[src/rtl/mem_access_unit_pkg.sv]
// Shared encodings and lane helpers for the memory stage: access sizes,
// FSM states, alignment test, store byte-enable and store lane replication.
package mem_access_unit_pkg;

    localparam logic [1:0] SIZE_BYTE = 2'b00;
    localparam logic [1:0] SIZE_HALF = 2'b01;
    localparam logic [1:0] SIZE_WORD = 2'b10;

    typedef enum logic [1:0] {
        ST_IDLE   = 2'b00,
        ST_ACCESS = 2'b01,
        ST_DONE   = 2'b10
    } state_e;

    function automatic logic addr_misaligned(input logic [1:0] size, input logic [1:0] lo);
        case (size)
            SIZE_BYTE: return 1'b0;
            SIZE_HALF: return lo[0];
            default:   return (lo != 2'b00);
        endcase
    endfunction

    function automatic logic [3:0] lane_enables(input logic [1:0] size, input logic [1:0] lo);
        case (size)
            SIZE_BYTE: return 4'b0001 << lo;
            SIZE_HALF: return lo[1] ? 4'b1100 : 4'b0011;
            default:   return 4'b1111;
        endcase
    endfunction

    function automatic logic [31:0] lane_data(input logic [1:0] size, input logic [31:0] data);
        case (size)
            SIZE_BYTE: return {4{data[7:0]}};
            SIZE_HALF: return {2{data[15:0]}};
            default:   return data;
        endcase
    endfunction

endpackage

[src/rtl/mem_access_unit_load_align.sv]
// Load formatter: moves the addressed lane down to bit 0, truncates to the
// access size and sign- or zero-extends it. Word accesses ignore is_unsigned.
module load_align
    import mem_access_unit_pkg::*;
(
    input  logic [31:0] rdata,
    input  logic [1:0]  addr_lo,
    input  logic [1:0]  size,
    input  logic        is_unsigned,
    output logic [31:0] result
);

    logic [31:0] shifted;

    always_comb begin
        shifted = rdata >> {addr_lo, 3'b000};
        case (size)
            SIZE_BYTE: result = {{24{~is_unsigned & shifted[7]}}, shifted[7:0]};
            SIZE_HALF: result = {{16{~is_unsigned & shifted[15]}}, shifted[15:0]};
            default:   result = shifted;
        endcase
    end

endmodule

[src/rtl/mem_access_unit.sv]
// Memory stage: turns EX/MEM load/store control into a word-aligned bus
// request/ack transaction, formats load data and stalls the pipeline until done.
module mem_access_unit
    import mem_access_unit_pkg::*;
#(
    parameter int unsigned TIMEOUT_CYCLES = 16,
    parameter int unsigned CNT_WIDTH      = 5
) (
    input  logic        clock,
    input  logic        reset,
    input  logic        mem_read,
    input  logic        mem_write,
    input  logic [1:0]  mem_size,
    input  logic        mem_unsigned,
    input  logic [31:0] addr,
    input  logic [31:0] store_data,
    output logic        bus_req,
    output logic        bus_we,
    output logic [31:0] bus_addr,
    output logic [31:0] bus_wdata,
    output logic [3:0]  bus_byte_en,
    input  logic [31:0] bus_rdata,
    input  logic        bus_ack,
    output logic [31:0] load_data,
    output logic        stall,
    output logic        misaligned,
    output logic        bus_error
);

    state_e               state_q, state_d;
    logic                 bus_req_q, bus_req_d;
    logic                 bus_we_q, bus_we_d;
    logic [31:0]          bus_addr_q, bus_addr_d;
    logic [31:0]          bus_wdata_q, bus_wdata_d;
    logic [3:0]           bus_byte_en_q, bus_byte_en_d;
    logic [31:0]          load_data_q, load_data_d;
    logic                 bus_error_q, bus_error_d;
    logic [1:0]           size_q, size_d;
    logic                 unsigned_q, unsigned_d;
    logic [1:0]           lane_q, lane_d;
    logic [CNT_WIDTH-1:0] cnt_q, cnt_d;

    logic                 access_req;
    logic                 fault;
    logic                 timeout;
    logic [31:0]          rdata_fmt;

    // Size and lane are latched at launch so formatting does not depend on
    // EX/MEM staying frozen for the whole access.
    load_align u_load_align (
        .rdata       (bus_rdata),
        .addr_lo     (lane_q),
        .size        (size_q),
        .is_unsigned (unsigned_q),
        .result      (rdata_fmt)
    );

    always_comb begin
        access_req    = mem_read | mem_write;
        fault         = addr_misaligned(mem_size, addr[1:0]);
        timeout       = (cnt_q == CNT_WIDTH'(TIMEOUT_CYCLES - 1));

        state_d       = state_q;
        bus_req_d     = bus_req_q;
        bus_we_d      = bus_we_q;
        bus_addr_d    = bus_addr_q;
        bus_wdata_d   = bus_wdata_q;
        bus_byte_en_d = bus_byte_en_q;
        load_data_d   = load_data_q;
        bus_error_d   = 1'b0;
        size_d        = size_q;
        unsigned_d    = unsigned_q;
        lane_d        = lane_q;
        cnt_d         = cnt_q;
        stall         = 1'b0;
        misaligned    = 1'b0;

        case (state_q)
            ST_IDLE: begin
                misaligned = access_req & fault;
                if (access_req && fault) begin
                    load_data_d = '0;
                end else if (access_req) begin
                    stall         = 1'b1;
                    state_d       = ST_ACCESS;
                    bus_req_d     = 1'b1;
                    bus_we_d      = mem_write;
                    bus_addr_d    = {addr[31:2], 2'b00};
                    bus_byte_en_d = lane_enables(mem_size, addr[1:0]);
                    bus_wdata_d   = lane_data(mem_size, store_data);
                    size_d        = mem_size;
                    unsigned_d    = mem_unsigned;
                    lane_d        = addr[1:0];
                    cnt_d         = '0;
                end
            end
            ST_ACCESS: begin
                stall = 1'b1;
                cnt_d = cnt_q + 1'b1;
                if (bus_ack) begin
                    if (!bus_we_q) begin
                        load_data_d = rdata_fmt;
                    end
                    state_d   = ST_DONE;
                    bus_req_d = 1'b0;
                    cnt_d     = '0;
                end else if (timeout) begin
                    load_data_d = '0;
                    bus_error_d = 1'b1;
                    state_d     = ST_DONE;
                    bus_req_d   = 1'b0;
                    cnt_d       = '0;
                end
            end
            ST_DONE: begin
                state_d = ST_IDLE;
            end
            default: begin
                state_d   = ST_IDLE;
                bus_req_d = 1'b0;
            end
        endcase
    end

    always_ff @(posedge clock) begin
        if (reset) begin
            state_q       <= ST_IDLE;
            bus_req_q     <= 1'b0;
            bus_we_q      <= 1'b0;
            bus_addr_q    <= '0;
            bus_wdata_q   <= '0;
            bus_byte_en_q <= '0;
            load_data_q   <= '0;
            bus_error_q   <= 1'b0;
            size_q        <= SIZE_WORD;
            unsigned_q    <= 1'b0;
            lane_q        <= '0;
            cnt_q         <= '0;
        end else begin
            state_q       <= state_d;
            bus_req_q     <= bus_req_d;
            bus_we_q      <= bus_we_d;
            bus_addr_q    <= bus_addr_d;
            bus_wdata_q   <= bus_wdata_d;
            bus_byte_en_q <= bus_byte_en_d;
            load_data_q   <= load_data_d;
            bus_error_q   <= bus_error_d;
            size_q        <= size_d;
            unsigned_q    <= unsigned_d;
            lane_q        <= lane_d;
            cnt_q         <= cnt_d;
        end
    end

    assign bus_req     = bus_req_q;
    assign bus_we      = bus_we_q;
    assign bus_addr    = bus_addr_q;
    assign bus_wdata   = bus_wdata_q;
    assign bus_byte_en = bus_byte_en_q;
    assign bus_error   = bus_error_q;
    // A faulting access must present zero to MEM_WB in the same cycle.
    assign load_data   = misaligned ? '0 : load_data_q;

endmodule

[config.mk]
export PLATFORM = sky130hd
export DESIGN_NAME = mem_access_unit
export DESIGN_NICKNAME = d
export VERILOG_FILES = /design/src/rtl/mem_access_unit_pkg.sv /design/src/rtl/mem_access_unit_load_align.sv /design/src/rtl/mem_access_unit.sv
export SDC_FILE = /design/constraint.sdc
export NUM_CORES = 1
export LEC_CHECK = 0
export ABC_AREA = 1
export BUFFER_PORTS_ARGS = -buffer_cell sky130_fd_sc_hd__buf_2
export CAP_MARGIN = 20
export CORE_MARGIN = 2
export CORE_UTILIZATION = 40
export CTS_CLUSTER_SIZE = 25
export DETAILED_ROUTE_END_ITERATION = 10
export GPL_ROUTABILITY_DRIVEN = 1
export GPL_TIMING_DRIVEN = 0
export PLACE_DENSITY = 0.75
export SLEW_MARGIN = 0
export SYNTH_ARGS = -nofsm -noshare
export SYNTH_HDL_FRONTEND = slang
export SYNTH_SLANG_ARGS = --single-unit
[constraint.sdc]
create_clock -name clock -period 2 [get_ports clock]
set_clock_uncertainty 0.05 [all_clocks]
set_input_delay 0.2 -clock clock [delete_from_list [all_inputs] [get_ports clock]]
set_output_delay 0.2 -clock clock [all_outputs]
set_load 0.01 [all_outputs]
==> flow_summary.json <==
{
  "grt_antenna_before_repair": 0,
  "route.detailed.drc": 0,
  "rsz0062_at_grt": "false",
  "crit_arrival_ns": 1.63,
  "p_sw_share_pct": 29.1,
  "min_path_type": "in -> reg",
  "core_um2": 13200,
  "vias": 6228,
  "cellPowerDensity_nw_per_um2": 922,
  "drtIter0Drc": 533,
  "seqCellArea_um2": 2260,
  "fin_tns_setup_ns": 0,
  "critPathKind": "reg -> out",
  "period_needed_ns": 1.88,
  "hold_viol": 0,
  "rrSetupSlack_ns": 0.23,
  "setup_violations": 0,
  "dp_hpwl_mm": 13.3,
  "maxSlewHeadroom_pct": 60.5,
  "grt_pass1_vias": 5903,
  "initial_utilization_pct": 40.7,
  "drv_slew": 0,
  "grt_pass1_wl_mm": 29.3,
  "comb_power_share_pct": 20.5,
  "pwr-share-seq_pct": 36.3,
  "synth_area_per_cell_um2": 6.76,
  "internal_power_mw": 4.93,
  "cts_num_sinks": 113,
  "worstPathRequired_ns": 1.75,
  "synth_area_um2": 5370,
  "wl_mm": 18.2,
  "wl_per_cell_um": 14.7,
  "postLayoutSetupSlackWorst_ns": 0.122,
  "tritoncts": "built",
  "yosysWarnings": 0,
  "hold_depth": 3,
  "p_switching_mw": 2.03,
  "dp_cells": 1177,
  "ant_nets": 0,
  "layout.cells.non_filler": 1239,
  "fin_crit_sh_pct": 93.9,
  "maxCapViolations": 0,
  "clockRootBuffer": "clkbuf_16",
  "endpoint_kind": "primary output",
  "status": "completed",
  "gr-total-overflow": 0,
  "multiInputGateArea_um2": 2620,
  "dieArea_um2": 14400,
  "area_growth_pct": 40.3,
  "antenna_cells": 0,
  "seq_area_frac_synth_pct": 42.1,
  "clk_pin_slew_worst_paths_ns": 0.06,
  "die_h_um": 120,
  "fp.dieW_um": 120,
  "grt_max_degree": 17,
  "pre_cts_ws_ns": 0.128,
  "synth_edf_count": 0,
  "clkPwrFrac_pct": 43.2,
  "vias_per_cell": 5.03,
  "synth_area_leaders": "dfxtp_1 42%, nand2_1 14%, a21oi_1 8.6%",
  "ir_drop_v": 0.000605,
  "grt_usage_pct": 25.9,
  "critPathLaunchType": "register",
  "synth_top_cell_area_share_pct": 42.1,
  "critical_path.max_fanout": 10,
  "synthFlopType": "dfxtp_1",
  "worstSkewPairLatency_ns": 0.42,
  "io_buffers": 205,
  "layout-drive-gt1-share_pct": 27.8,
  "fmax_ghz": 0.533,
  "syn-instance-count": 795,
  "fillers": 1283,
  "worst_pin_slew_ns": 0.589,
  "cts_inserted_buffers": 17,
  "gp_congestion": 0.928,
  "async_flop_share_pct": 0,
  "cts_buffer_depth": 2,
  "nets": 1156,
  "rows": 42,
  "ios": 209,
  "synth_top_cell_by_area": "dfxtp_1",
  "htreeDepth": 4,
  "power_leakage_nw": 3.58,
  "drt-pass1-iter-count": 5,
  "ys_ff_latch": 113,
  "r2r_cells": 9,
  "synth_cell_types": 33
}
-- critical path, stage by stage, from the launching register on --
cell and delay, ns:
dfxtp_2 0.35, nor2_1 0.10, o21ai_1 0.10, nor2_4 0.19
clkbuf_4 0.26, nor2_1 0.07, buf_2 0.14
-- synthesized netlist by cell type, types with 8 or more instances --
cell type	instances
a21oi_1	92
buf_2	15
o211ai_1	8
nand3_1	70
nor2_1	108
nand2_1	206
clkbuf_1	25
buf_4	12
inv_1	43
a31oi_1	9
o21ai_0	53
dfxtp_1	113
-- final timing paths --
| kind | start | end |
|---|---|---|
| setup reg to reg | cnt_q[0]$_SDFFE_PP0P_ | load_data_q[2]$_SDFFE_PP0P_ |
| hold reg to reg | cnt_q[4]$_SDFFE_PP0P_ | cnt_q[4]$_SDFFE_PP0P_ |
| hold / removal | store_data[17] | bus_wdata[17]$_SDFFE_PP0P_ |
| setup / recovery | state_q[1]$_SDFFE_PP0P_ | load_data[14] |
-- sequential cells by signal, summed over array words and instances, names as in the netlist --
register     flops
bus_wdata       32
load_data_q     32
bus_addr        30
cnt_q            5
bus_byte_en      4
lane_q           2
size_q           2
state_q          2
bus_error        1
bus_req          1
bus_we           1
unsigned_q       1
-- power by group through the flow --
stage          logic (mW)  clock network (mW)  registers (mW)
2_1_floorplan       0.772                   0            2.62
3_3_place_gp         1.34                   0            2.56
3_5_place_dp         1.35                   0            2.56
4_1_cts              1.41                3.04            2.52
5_1_grt              1.59                3.15            2.54
6_report             1.43                3.01            2.52
-- kinds of logic after synthesis --
logic type               share of synthesized area, %
XOR/XNOR                                        0.163
buffers and inverters                            9.24
other                                          0.0698
AO/OA/AOI/OAI                                    16.6
adder cells (fa/ha/maj)                         0.233
flip-flops                                       42.1
AND/OR/NAND/NOR                                  31.6
-- stage by stage --
step / power (mW) / hold slack, ns / area, um^2 / utilization (%)
after floorplan: 3.39 / 0.315 / 5380 / -
after global placement: 3.89 / 0.391 / 6620 / 50.2
after detailed placement: 3.91 / 0.390 / 6620 / 50.2
after CTS: 6.97 / 0.00113 / 7530 / 57.1
after global routing: 7.29 / 0.0137 / 7540 / 57.1
final: 6.95 / 0.00958 / 7540 / 57.1
-- placed cells by master, fill, tap and decap left out, types with 3 or more instances in the layout --
cell	netlist	routed
buf_2	15	221
nand2_1	206	206
o21ai_0	53	53
inv_2	5	5
inv_1	43	43
buf_4	12	15
a21oi_1	92	92
dfxtp_1	113	111
clkinvlp_4	0	3
buf_6	4	4
nor3_1	3	3
dlygate4sd3_1	0	29
clkbuf_16	0	17
clkbuf_1	25	24
nor2_4	4	5
nor2_1	108	108
a31oi_1	9	9
o211ai_1	8	8
nand2_2	5	5
clkinv_2	1	4
clkbuf_8	0	4
nand3_1	70	70
-- timing repair --
action | CTS | global route
pin swaps | 1 | 1
setup endpoints to repair | 31 | 32
hold buffers | 29 | 0
resized for setup | 7 | 3
buffers inserted | 1 | 1
endpoints found under the hold margin | 29 | 0
-- area by class of cell --
cell class                      instances  area share, %
Multi-Input combinational cell        576           34.8
Sequential cell                       113           30.0
Timing Repair Buffer                  236           17.7
Clock buffer                           22           6.42
Buffer                                 58           4.27
Tap cell                              176           2.92
Inverter                               49           2.46
Clock inverter                          9           1.41
-- metal layers --
layer  wire length [um]  share of wire, %  global-route usage (%)
met1               7330                40                    30.9
met2               8570                47                    43.2
met3               1950                11                    8.84
met4                325               1.8                    9.12
met5                  0                 0                       0
Power figures use the tool's default switching activity.
